`src/rtl/dmx_dispatch_seq.sv`:
```
// Serial-to-demux dispatch sequencer: spreads a valid/ready bit stream over the enabled
// 1:4 demux channels, with a guard cycle per select change. Optional macro: DMX_UNDERRUN_EN.
//
// state   | meaning
// IDLE    | waiting for start with a non-empty channel mask
// SELECT  | guard cycle: move select, force data low, load bit counter
// DRIVE   | accept dwell bits on the current channel
// ADVANCE | force data low, step to next enabled channel or finish frame
module dmx_dispatch_seq #(
    parameter int DWELL_W = 4,
    parameter int NCH     = 4
) (
    input  logic               clk,
    input  logic               rst_n,
    input  logic               start,
    input  logic [3:0]         chan_mask,
    input  logic [DWELL_W-1:0] dwell,
    input  logic               data_valid,
    input  logic               data_in,
    output logic               data_ready,
    output logic               dmx_in,
    output logic [1:0]         dmx_sel,
    output logic               busy,
    output logic               frame_done
`ifdef DMX_UNDERRUN_EN
    ,
    output logic               underrun
`endif
);

    localparam logic [1:0] S_IDLE    = 2'd0;
    localparam logic [1:0] S_SELECT  = 2'd1;
    localparam logic [1:0] S_DRIVE   = 2'd2;
    localparam logic [1:0] S_ADVANCE = 2'd3;

    localparam logic [DWELL_W-1:0] DWELL_ONE = DWELL_W'(1);

    logic [1:0]         state;
    logic [3:0]         mask_q;
    logic [DWELL_W-1:0] dwell_q;
    logic [DWELL_W-1:0] cnt;
    logic [1:0]         ptr;
    logic [1:0]         first_ch;
    logic [1:0]         next_ch;
    logic               has_next;
    logic               start_ok;

    assign start_ok   = (state == S_IDLE) && start && (chan_mask != 4'b0000);
    assign data_ready = (state == S_DRIVE);

    // Descending scans so the last hit is the lowest qualifying channel.
    always_comb begin
        first_ch = 2'd0;
        next_ch  = ptr;
        has_next = 1'b0;
        for (int i = NCH - 1; i >= 0; i--) begin
            if (chan_mask[i]) begin
                first_ch = 2'(i);
            end
            if (mask_q[i] && (i > int'(ptr))) begin
                next_ch  = 2'(i);
                has_next = 1'b1;
            end
        end
    end

    always_ff @(posedge clk or negedge rst_n) begin
        if (!rst_n) begin
            state      <= S_IDLE;
            mask_q     <= 4'b0000;
            dwell_q    <= '0;
            cnt        <= '0;
            ptr        <= 2'd0;
            dmx_in     <= 1'b0;
            dmx_sel    <= 2'b00;
            busy       <= 1'b0;
            frame_done <= 1'b0;
        end else begin
            frame_done <= 1'b0;
            case (state)
                S_IDLE: begin
                    if (start_ok) begin
                        mask_q  <= chan_mask;
                        dwell_q <= (dwell == '0) ? DWELL_ONE : dwell;
                        ptr     <= first_ch;
                        busy    <= 1'b1;
                        state   <= S_SELECT;
                    end
                end
                S_SELECT: begin
                    dmx_sel <= ptr;
                    dmx_in  <= 1'b0;
                    cnt     <= dwell_q;
                    state   <= S_DRIVE;
                end
                S_DRIVE: begin
                    if (data_valid) begin
                        dmx_in <= data_in;
                        cnt    <= cnt - DWELL_ONE;
                        if (cnt == DWELL_ONE) begin
                            state <= S_ADVANCE;
                        end
                    end
                end
                S_ADVANCE: begin
                    dmx_in <= 1'b0;
                    if (has_next) begin
                        ptr   <= next_ch;
                        state <= S_SELECT;
                    end else begin
                        frame_done <= 1'b1;
                        busy       <= 1'b0;
                        state      <= S_IDLE;
                    end
                end
                default: state <= S_IDLE;
            endcase
        end
    end

`ifdef DMX_UNDERRUN_EN
    always_ff @(posedge clk or negedge rst_n) begin
        if (!rst_n) begin
            underrun <= 1'b0;
        end else if (start_ok) begin
            underrun <= 1'b0;
        end else if ((state == S_DRIVE) && !data_valid) begin
            underrun <= 1'b1;
        end
    end
`endif

endmodule
```
`config.mk`:
```
export PLATFORM = sky130hd
export DESIGN_NAME = dmx_dispatch_seq
export DESIGN_NICKNAME = d
export VERILOG_FILES = /design/src/rtl/dmx_dispatch_seq.sv
export SDC_FILE = /design/constraint.sdc
export NUM_CORES = 1
export LEC_CHECK = 0
export CAP_MARGIN = 20
export CORE_ASPECT_RATIO = 0.6
export CORE_UTILIZATION = 46
export DETAILED_ROUTE_END_ITERATION = 8
export PLACE_DENSITY = 0.85
export RECOVER_POWER = 25
export SYNTH_ARGS = -nofsm -noshare
export SYNTH_HDL_FRONTEND = slang
export SYNTH_SLANG_ARGS = --single-unit
```
`constraint.sdc`:
```
create_clock -name clk -period 1.69 [get_ports clk]
set_input_delay 0.338 -clock clk [delete_from_list [all_inputs] [get_ports clk]]
set_output_delay 0.338 -clock clk [all_outputs]
set_load 0.05 [all_outputs]
```
# After elaboration in Yosys (flattened, before gate mapping)
# Index checks and enable logic that the tools add are counted.
# W data, S select, Z words.
# op_classes
add_sub_neg,1
order_cmp,3
eq_ne,10
mux,28
reduce_logical,18
# ops
operator,n
$mux W2,12
$mux W1,9
$mux W4,2
$ne A2 B2 Y1 const B,4
$pmux W2 S4,1
$pmux W4 S2,1
$reduce_and A2 Y1,3
$reduce_and A3 Y1,2
$reduce_bool A2 Y1,3
$logic_and A1 B1 Y1,5
$eq A2 B2 Y1 const B,2
$eq A4 B1 Y1 const B,1
$gt A2 B2 Y1 const A,2
$logic_not A4 Y1,1
$ne A4 B4 Y1 const B,1
$pmux W1 S2,2
$pmux W2 S2,1
$reduce_and A4 Y1,1
$reduce_bool A4 Y1,1
$sub A4 B1 Y4 const B,1
$eq A2 B1 Y1 const B,1
$gt A1 B2 Y1 const A,1
$logic_not A2 Y1,1
$ne A2 B1 Y1 const B,1
$reduce_or A2 Y1,1
# totals
ff_bits,21
inputBits,13
output_inout_bits,6
elab_cells,69

# Depth between registers and ports, before layout
# logic_depth
ltp_word,7
mapped_depth,7
mapped_depth_nobuf,6

# Least setup slack after synthesis
# Ideal clock, no wire load.
# synth_path
kind,reg-to-reg
startpoint,register state[0]
endpoint,register cnt[0]
setup_time_ns,0.071
arrival_ns,1.733
slack_ns,-0.114
path_stages_with_launch,8
n_path_buf,1
period_less_slack_ns,1.804
cell_sequence,dfrtp_1 -> inv_1 -> ha_1 -> clkbuf_1 -> nor2_1 -> nor3_1 -> a21oi_1 -> nor2_1
# synth_via
elab_chain_cells,3
# synth_rtl
element,line,rtl
from (decl),38,logic [1:0] state;
from (signal assigned),69,state <= S_IDLE;
from (signal assigned),87,state <= S_SELECT;
from (signal assigned),94,state <= S_DRIVE;
$eq A2 B2 Y1 *,n/a,
net data_ready,20,"output logic data_ready,"
$ne A2 B2 Y1 (no source line) or $reduce_bool A2 Y1 (tied branches),n/a,
$reduce_and A2 Y1 (no source line),n/a,
to (signal assigned),93,cnt <= dwell_q;
to (signal assigned),99,cnt <= cnt - DWELL_ONE;
to (decl),41,logic [DWELL_W-1:0] cnt;
# Mark *: on every way through the listed nets, which the timed path passes. The rest lies on a longest branch.
# A chain may end at the register's enable or synchronous reset.

# Worst setup path in the final report
# layout_path
startpoint,register state[1]
endpoint,register ptr[1]
# layout_via
elab_chain_cells,5
# layout_rtl
element,line,rtl
$logic_not A2 Y1,"48, 80",
$logic_and A1 B1 Y1 (2 in series),48,assign start_ok = (state == S_IDLE) && start && (chan_mask != 4'b0000);
$ne A2 B2 Y1 (no source line),n/a,
$reduce_and A4 Y1 (no source line),n/a,
to (signal assigned),85,ptr <= first_ch;
to (signal assigned),108,ptr <= next_ch;
to (decl),42,logic [1:0] ptr;
# Several ways; a longest one is shown, not always the timed one.

==> results <==
[final cells by class]
cell class | instances | area, um^2 | area share, %
Inverter | 8 | 30.0 | 1.89
Multi-Input combinational cell | 89 | 616 | 38.8
Clock buffer | 3 | 41.3 | 2.60
Clock inverter | 1 | 30.0 | 1.89
Sequential cell | 20 | 500 | 31.5
Timing Repair Buffer | 39 | 332 | 20.9
Tap cell | 30 | 37.5 | 2.37
[path summary, 6_finish.rpt]
| check | from | depth (start not counted) | slack (ns) | end |
|---|---|---|---|---|
| worst max-delay path | state[1] | 5 | 0.0002 | ptr[1] |
| worst min-delay path | dwell_q[1] | 2 | 0.49 | dwell_q[1] |
| worst max register to register | state[1] | 5 | 0.0002 | ptr[1] |
| worst min register to register | dwell_q[1] | 2 | 0.49 | dwell_q[1] |
| max in group asynchronous | rst_n | 2 | 0.32 | cnt[0] |
| min in group asynchronous | rst_n | 2 | 0.72 | state[1] |
[layout by cell type (no fill, tap or decap), types with 2 or more instances in the layout]
| cell type | n |
|---|---|
| sky130_fd_sc_hd__a211oi_1 | 2 |
| sky130_fd_sc_hd__a21oi_1 | 5 |
| sky130_fd_sc_hd__buf_4 | 25 |
| sky130_fd_sc_hd__clkbuf_8 | 3 |
| sky130_fd_sc_hd__clkdlybuf4s50_1 | 12 |
| sky130_fd_sc_hd__dfrtp_1 | 20 |
| sky130_fd_sc_hd__ha_1 | 4 |
| sky130_fd_sc_hd__ha_4 | 2 |
| sky130_fd_sc_hd__inv_1 | 6 |
| sky130_fd_sc_hd__inv_2 | 2 |
| sky130_fd_sc_hd__mux2_2 | 3 |
| sky130_fd_sc_hd__nand2_1 | 19 |
| sky130_fd_sc_hd__nand2b_1 | 3 |
| sky130_fd_sc_hd__nor2_1 | 14 |
| sky130_fd_sc_hd__nor2b_1 | 3 |
| sky130_fd_sc_hd__nor3_1 | 3 |
| sky130_fd_sc_hd__nor4_2 | 2 |
| sky130_fd_sc_hd__o21ai_0 | 8 |
| sky130_fd_sc_hd__o22ai_1 | 3 |
| sky130_fd_sc_hd__o31ai_1 | 2 |
[cell families (layout without fill, tap and decap cells)]
| family | count (synthesis) | in the layout | share of synthesized area [%] |
|---|---|---|---|
| flip-flops | 20 | 20 | 45.3 |
| XOR/XNOR | 1 | 1 | 0.793 |
| adder cells (fa/ha/maj) | 7 | 7 | 7.93 |
| AO/OA/AOI/OAI | 26 | 26 | 14.8 |
| buffers and inverters | 12 | 51 | 4.76 |
| AND/OR/NAND/NOR | 50 | 50 | 21.4 |
| multiplexers | 5 | 5 | 4.98 |
[state kept, by name (all words and copies together), names as in the netlist]
| name | cells |
|---|---|
| dmx_in | 1 |
| state | 2 |
| frame_done | 1 |
| ptr | 2 |
| mask_q | 3 |
| busy | 1 |
| dwell_q | 4 |
| dmx_sel | 2 |
| cnt | 4 |
[where the power goes]
group	switching, mW	internal (mW)
registers	0.181	0.710
logic	1.05	0.872
clock network	0.167	0.316
total	1.40	1.90
[Yosys cell counts (all sizes together), types with 3 or more instances]
| cell type | instances |
|---|---|
| nand2b | 3 |
| nor2b | 3 |
| inv | 8 |
| o21ai | 8 |
| mux2 | 4 |
| dfrtp | 20 |
| nor2 | 14 |
| nand2 | 19 |
| a211oi | 3 |
| o22ai | 3 |
| clkbuf | 3 |
| a21oi | 5 |
| ha | 7 |
| nor3 | 3 |
[repair_timing]
action | in CTS | in global routing
resized for setup | 4 | 5
pin swaps | 0 | 3
setup buffers | 1 | 6
setup endpoints to repair | 3 | 6
hold buffers | 0 | 0
[critical path: cells and delay by family, from the launching register on]
| kind | cells | cell delay [ns] |
|---|---|---|
| buf+inv | 1 | 0.16 |
| simple gates | 2 | 0.56 |
| flops | 1 | 0.40 |
| compound gates | 1 | 0.25 |
| fa+ha+maj | 1 | 0.22 |
[routing by layer]
layer / vias to the layer above / part of all wire, % / GRT usage [%]
li1: 501 / - / -
met1: 506 / 46 / 34.4
met2: 52 / 44 / 38.7
met3: 8 / 7.8 / 5.97
met4: 0 / 2.3 / 5.43
met5: - / 0 / 0
==> metrics.log <==
INFO  metric post_synth_top_area_share = 45.3%
INFO  metric netlist_area = 1100 um^2
INFO  metric chipWidth = around 65 um
INFO  metric worst_path_cell_chain = buf_4 -> ha_2 -> nor4_2 -> nor3_1 -> a211oi_1
INFO  metric filler_cell_count = 156
INFO  metric final_design_area_no_fill = between 1500 and 2000 um^2
INFO  metric finalHoldViolations = 0
INFO  metric skew = 0.00222 ns
INFO  metric detail_route.wirelength = 3.29 mm
INFO  metric synthCells = 121
INFO  metric finalPower = around 3.3 mW
INFO  metric slowest_stage = sky130_fd_sc_hd__nor4_2
INFO  metric ys_warn_count = 0
INFO  metric die_span_in_y = 40.0 um
INFO  metric area_of_the_die = 2610 um^2
INFO  metric setup_slack = 0.000187 ns
INFO  metric antenna_left = 0
INFO  metric clk_transition_reported_paths = 0.08 ns
INFO  metric numPortBuffers = 18
INFO  metric antenna_violations_before_repair = 0
INFO  metric mean_routed_wirelength_per_cell = between 15 and 20 um
INFO  metric dominantRegCellSynth = sky130_fd_sc_hd__dfrtp_1
INFO  metric max-slew-margin-rel = 27.3%
INFO  metric power.ir.vdd_worst = between 1000 and 1500 uV
INFO  metric path_class = reg2reg
INFO  metric final_count_of_negative_setup_slack_endpoints = 0
INFO  metric cts.path.max_buffers = 2
INFO  metric dpl.cell_count = approximately 180
INFO  metric drv.max_cap_violation_count = 0
INFO  metric finalCritPeriodShare = 100%
INFO  metric fin_worst_hold_slack = 0.490 ns
INFO  metric drc_errors = 0
INFO  metric grt_pass1_wl = 4.51 mm
INFO  metric power-per-cell-area = 2080 nW/um^2
INFO  metric p_leak = 0.726 nW
INFO  metric detail_route.first_pass.iterations = 4
INFO  metric timing.hold.worst.class = reg2reg
INFO  metric viasPerCell = 5.62
INFO  metric synthesis.area_per_instance = 9.13 um^2
INFO  metric grtUsageTotal = between 20 and 25%
INFO  metric cts_tree = built
INFO  metric cp_slowest_stage_delay = 0.44 ns
INFO  metric detailed_place.area = approximately 1400 um^2
INFO  metric antenna-diode-count = 0
INFO  metric end_kind = flip-flop
INFO  metric cts.root.buffer_cell = sky130_fd_sc_hd__clkbuf_8
INFO  metric design.final.nets = between 150 and 200
INFO  metric ys_async_sr_fraction = 100%
INFO  metric route.vias.total = about 1.1k
INFO  metric core_region_area = around 2200 um^2
INFO  metric rsz0062_at_grt = true
INFO  metric numCtsBuffers = 3
INFO  metric initial_utilization = 49.9%
INFO  metric slew_violations = 0
INFO  metric max_freq = 592 MHz
INFO  metric final_core_util = 71.7%
INFO  metric tightest_slew = 1.09 ns
INFO  metric global_route.overflow_total = 0
INFO  metric post_synth_main_area_contributors = sky130_fd_sc_hd__dfrtp_1 (45%), sky130_fd_sc_hd__ha_1 (7.9%), sky130_fd_sc_hd__nand2_1 (6.5%), sky130_fd_sc_hd__nor2_1 (4.8%), sky130_fd_sc_hd__mux2_2 (4.1%)
INFO  metric ctsHtreeMaxLevel = 1
INFO  metric grt_max_degree = 21
INFO  metric place_ws = -0.234 ns
INFO  metric io_pins = 19
INFO  metric final.setup.tns = 0 ns
INFO  metric final-instance-count-excl-fill = 190
INFO  metric final_layout_size_suffix_gt1_share = 28.7%
INFO  metric drt-initial-drc-count = 91
INFO  metric leading_area_contributor_after_synthesis = sky130_fd_sc_hd__dfrtp_1
INFO  metric period_minus_slack = 1.69 ns
INFO  metric synth_sequential_area_ratio = 45.3%
INFO  metric critPathMaxFanout = 7
INFO  metric synthDistinctLibCells = 30
INFO  metric floorplan.rows = 13
INFO  metric arrival = 1.86 ns
INFO  metric crit_required = roughly 1.9 ns
INFO  metric synth-seq-cells = 20
INFO  metric synth_nets = 141
INFO  metric worstSetupStartpointType = flip-flop
INFO  metric place_hpwl = approximately 2 mm
INFO  metric synth_edf_count = 0
INFO  metric first_global_vias = 957
INFO  metric status = complete, no violations
INFO  metric clk_latency = 0.26 ns
INFO  metric gp_congestion = 0.907
INFO  metric areaGrowthSynthToFinish = 43.6%
INFO  metric cts_num_sinks = 20
Note: power is estimated with default switching activity, not from simulation.
